==> src/rtl/alu_exec.sv <==
// Registered execute-stage ALU with a two-entry output buffer (output + skid register).
// Define ALU_EXEC_SLL_EN to make code 111 a left shift; otherwise 111 is flagged illegal.
module alu_exec #(
  parameter int WIDTH = 32
) (
  input  logic             clk,
  input  logic             rst_n,
  input  logic             in_valid,
  output logic             in_ready,
  input  logic [2:0]       alu_control,
  input  logic [WIDTH-1:0] a,
  input  logic [WIDTH-1:0] b,
  output logic             out_valid,
  input  logic             out_ready,
  output logic [WIDTH-1:0] result,
  output logic             branch_taken,
  output logic             zero,
  output logic             illegal
);

  typedef struct packed {
    logic [WIDTH-1:0] res;
    logic             taken;
    logic             ill;
  } entry_t;

  typedef enum logic [1:0] {EMPTY, ONE, TWO} state_t;

  state_t state_q, state_d;
  entry_t out_q, out_d, skid_q, skid_d, new_e;
  logic   in_ready_q;
  logic   accept, xfer;

`ifdef ALU_EXEC_SLL_EN
  localparam int SHW = $clog2(WIDTH);
`endif

  assign accept = in_valid && in_ready_q;
  assign xfer   = (state_q != EMPTY) && out_ready;

  // Operation evaluated at the input; only the finished entry is buffered.
  always_comb begin
    new_e = '0;
    case (alu_control)
      3'b000: new_e.res = a & b;
      3'b001: new_e.res = a | b;
      3'b010: new_e.res = a + b;
      3'b011: new_e.res = a - b;
      3'b100: new_e.taken = ($signed(a) < $signed(b));
      3'b101: new_e.taken = ($signed(a) >= $signed(b));
      3'b110: new_e.taken = (a == b);
      default: begin
`ifdef ALU_EXEC_SLL_EN
        new_e.res = a << b[SHW-1:0];
`else
        new_e.ill = 1'b1;
`endif
      end
    endcase
    if (alu_control[2] && (alu_control != 3'b111))
      new_e.res = {{(WIDTH-1){1'b0}}, new_e.taken};
  end

  always_comb begin
    state_d = state_q;
    out_d   = out_q;
    skid_d  = skid_q;
    case (state_q)
      EMPTY: begin
        if (accept) begin
          out_d   = new_e;
          state_d = ONE;
        end
      end
      ONE: begin
        if (accept && xfer) begin
          out_d = new_e;
        end else if (accept) begin
          skid_d  = new_e;
          state_d = TWO;
        end else if (xfer) begin
          state_d = EMPTY;
        end
      end
      TWO: begin
        if (xfer) begin
          out_d   = skid_q;
          state_d = ONE;
        end
      end
      default: state_d = EMPTY;
    endcase
  end

  always_ff @(posedge clk or negedge rst_n) begin
    if (!rst_n) begin
      state_q    <= EMPTY;
      out_q      <= '0;
      skid_q     <= '0;
      in_ready_q <= 1'b1;
    end else begin
      state_q    <= state_d;
      out_q      <= out_d;
      skid_q     <= skid_d;
      in_ready_q <= (state_d != TWO);
    end
  end

  assign in_ready     = in_ready_q;
  assign out_valid    = (state_q != EMPTY);
  assign result       = out_q.res;
  assign branch_taken = out_q.taken;
  assign illegal      = out_q.ill;
  assign zero         = ~|out_q.res;

endmodule
==> config.mk <==
export PLATFORM = sky130hd
export DESIGN_NAME = alu_exec
export DESIGN_NICKNAME = d
export VERILOG_FILES = /design/src/rtl/alu_exec.sv
export SDC_FILE = /design/constraint.sdc
export NUM_CORES = 1
export LEC_CHECK = 0
export BUFFER_PORTS_ARGS = -buffer_cell sky130_fd_sc_hd__buf_2
export CAP_MARGIN = 10
export CORE_ASPECT_RATIO = 2
export CORE_MARGIN = 4
export CORE_UTILIZATION = 60
export CTS_CLUSTER_SIZE = 14
export DETAILED_ROUTE_END_ITERATION = 8
export GPL_TIMING_DRIVEN = 0
export HOLD_SLACK_MARGIN = 0.02
export PLACE_DENSITY = 0.93
export SETUP_SLACK_MARGIN = 0.2
export SLEW_MARGIN = 30
export SYNTH_ARGS = -nofsm -noshare
export SYNTH_HDL_FRONTEND = slang
export SYNTH_SLANG_ARGS = --single-unit
==> constraint.sdc <==
create_clock -name clk -period 5.55 [get_ports clk]
set_input_delay 0.555 -clock clk [delete_from_list [all_inputs] [get_ports clk]]
set_output_delay 0.555 -clock clk [all_outputs]
set_load 0.05 [all_outputs]
==> flow_summary.toml <==
[synth]
muxShareOfSynthArea = 0.0152
yosys.area_share.adder = 0.157
synth_edf_count = 0
synth_top_family_by_area = "compound AO/OA/AOI/OAI gates"
yosys.cell_types.count = 76
ys_async_sr_fraction = 1.00
synth_compound_area_frac = 0.307
synth_ff_type = "dfrtp_1"
syn_nets = 1295
ys_ff_latch = 71
synth_cells = 1122
ys_warn_count = 0
synthSimpleGateAreaFrac = 0.216
synth.yosys.seq_area_share = 0.217
synth_xor_area_frac = 0.0107
avgSynthCellArea_um2 = 7.32
netlist_area_um2 = 8210

[placed_design]
placed_cells = 1384
hpwl_um = 28200
gp_congestion = 1.02
port_buffers = 105
placed_area_um2 = 8970
pre_cts_ws_ps = 862

[worst_setup_path]
cp.arrival_ps = 4920
r2r-end = "result[15]"
r2r_cells = 7
cp-startpoint = "a[6]"
cp-end-kind = "register"
worstPathMaxFanout = 10
critical_path_class = "in2reg"
rrSetupSlack_ps = 2660
cp-start-kind = "input port"
critPathRequiredTime_ps = 5780
crit_end = "result[21]"
r2r-start = "in_ready"

[die]
die_w_um = 90.7
die-height_um = 173
dieArea_um2 = 15700
floorplan.initialDensity = 0.611
core_um2 = 13400
ios = 108
rows = 60

[final_layout]
layout-drive-gt1-share = 0.117
register_area_um2 = 1780
antenna_cells = 0
fillers = 1116
layout_commonest_cell = "nor2_1"
multi_input_area_um2 = 5800
syn2layout_area_growth_pct = 12.9
final_cell_area_um2 = 9270
finalNonFillerCells = 1400
nets = 1413
final_cell_mix = "nor2_1, nand2_1, buf_2"
utilization = 0.690

[detailed_routing]
ant_nets = 0
wl_per_cell_um = 26.2
drt_iter0_drc = 1158
drt_drc_violations_left = 0
routed_wl_um = 36700
drt_pass1_iterations = 7
via_per_inst = 7.05
vias = 9868

[run]
drv_cap = 0

[sta]
slew_viol_final = 0
setup_tns_ps = 0
rsz0062_at_grt = "no"
setup_viol = 0
fin_crit_ps = 4690
hold_viol = 0
fin_skew_ps = 4.93
slew_headroom = 0.297
worst_pin_slew_ps = 1050
fin_crit_sh = 0.845
fmax_ghz = 0.213
postLayoutSetupSlackWorst_ps = 861

[cts]
cts_tree = "built"
cts_hold_buf = 0
clk_pin_slew_ps = 60
cts.sinks = 71
cts_root_buffer = "clkbuf_16"
cts_buffers = 9
insertion_delay_ps = 340
clk_path_buf_depth = 2
post-cts-setup-buffers = 0
htreeDepth = 3
cts-resized-gates = 0

[power_and_ir_drop]
p_comb_frac = 0.532
p_int_mw = 1.60
power_frac_seq = 0.290
clkPwrFrac = 0.177
p_per_area_nw_per_um2 = 361
leakagePower_nw = 4.44
p_switching_mw = 1.74
irDropWorstVdd_v = 0.000312
swShare = 0.521

[grt]
grt_pass1_vias = 10200
antenna_found_initial = 0
grt_max_degree = 39
overflow = 0
grt.total_usage = 0.469
grt_pass1_wl_um = 56400

[status]
status = "finished, final reports clean"

[worst_hold_path]
hold_class = "in2async"
## per-layer routing
layer  routed length (um)  global-route usage
met2                17800               0.798
met3                 3120               0.111
met1                10400               0.414
met4                 5410               0.537
met5                    0                   0
## power by group through the flow
stage | sequential [mW] | clock, mW | combinational, mW
2_1_floorplan | 1.32 | 0 | 0.773
5_1_grt | 0.983 | 0.607 | 1.88
3_5_place_dp | 0.945 | 0 | 1.70
4_1_cts | 0.948 | 0.582 | 1.73
3_3_place_gp | 0.928 | 0 | 1.65
6_report | 0.971 | 0.594 | 1.78
## flip-flops by register name, indices dropped and copies added (netlist names)
signal,flops
skid_q,34
state_q,2
result,32
branch_taken,1
illegal,1
in_ready,1
## through the flow
step	hold slack, ps	total power, mW
2_1_floorplan	259	2.09
3_3_place_gp	450	2.58
3_5_place_dp	463	2.64
4_1_cts	178	3.26
5_1_grt	197	3.47
6_report	164	3.35
## logic make-up after synthesis
logic type	count (synthesis)
xor gates and xnor gates	10
and+or+nand+nor	376
muxes	12
AOI/OAI and AO/OA	385
buffers and inverters	166
DFF	71
adders and majority gates	102
## synthesized netlist by cell type (3+ instances only)
| master | number | area, um2 |
|---|---|---|
| nor3_1 | 28 | 140 |
| dfrtp_1 | 70 | 1750 |
| nand2_1 | 109 | 409 |
| o21bai_1 | 11 | 82.6 |
| and3_1 | 12 | 75.1 |
| mux2_2 | 4 | 45.0 |
| a22oi_1 | 6 | 45.0 |
| mux2i_1 | 8 | 80.1 |
| ha_1 | 100 | 1250 |
| a22o_1 | 3 | 26.3 |
| a31oi_1 | 28 | 175 |
| xnor2_1 | 7 | 61.3 |
| or3_1 | 19 | 119 |
| a21o_1 | 19 | 143 |
| nor2b_1 | 12 | 75.1 |
| o31a_1 | 4 | 35.0 |
| clkbuf_1 | 61 | 229 |
| xor2_1 | 3 | 26.3 |
| o22ai_1 | 8 | 50.1 |
| buf_1 | 5 | 18.8 |
| o21ai_0 | 85 | 425 |
| or2_2 | 4 | 25.0 |
| inv_1 | 97 | 364 |
| o311ai_0 | 6 | 52.6 |
| a2111oi_0 | 3 | 26.3 |
| and2_1 | 6 | 37.5 |
| a211o_1 | 4 | 35.0 |
| o211a_1 | 3 | 30.0 |
| nand4_1 | 7 | 43.8 |
| nor2_1 | 113 | 424 |
| nor4_1 | 17 | 106 |
| or4_1 | 3 | 22.5 |
| a211oi_1 | 19 | 143 |
| a221oi_1 | 6 | 52.6 |
| o211ai_1 | 12 | 90.1 |
| a21oi_1 | 103 | 515 |
| nand2b_1 | 12 | 75.1 |
| o221ai_1 | 8 | 70.1 |
| a311oi_1 | 5 | 43.8 |
| o221a_2 | 4 | 45.0 |
| o31ai_1 | 7 | 52.6 |
| a221o_1 | 9 | 90.1 |
| nand3_1 | 21 | 105 |
| o21a_1 | 12 | 90.1 |
## final cells by class
class	count	area share
Timing Repair Buffer	107	0.0603
Tap cell	155	0.0209
Clock inverter	5	0.00607
Buffer	69	0.0293
Multi-Input combinational cell	885	0.626
Clock buffer	11	0.0262
Inverter	97	0.0393
Sequential cell	71	0.192
## worst min path at each step
stage                from      endpoint  slack, ps  cells after the start
2_1_floorplan       rst_n  branch_taken        260                      0
3_3_place_gp   skid_q[13]    skid_q[13]        450                      2
3_5_place_dp   skid_q[22]    skid_q[22]        460                      2
4_1_cts             rst_n    skid_q[17]        180                      1
5_1_grt             rst_n    result[28]        200                      1
6_report            rst_n    result[28]        160                      1
## critical path: stages
cell and delay [ps]:
buf_2 120, inv_1 50, ha_1 280, clkbuf_1 240, inv_1 160, o221ai_1 250, a311oi_1 850, o211ai_1 350
o221a_2 420, a221o_1 380, a221oi_1 880, a21oi_1 200, a21o_1 190
No activity file was read; power rests on OpenSTA's default activity.
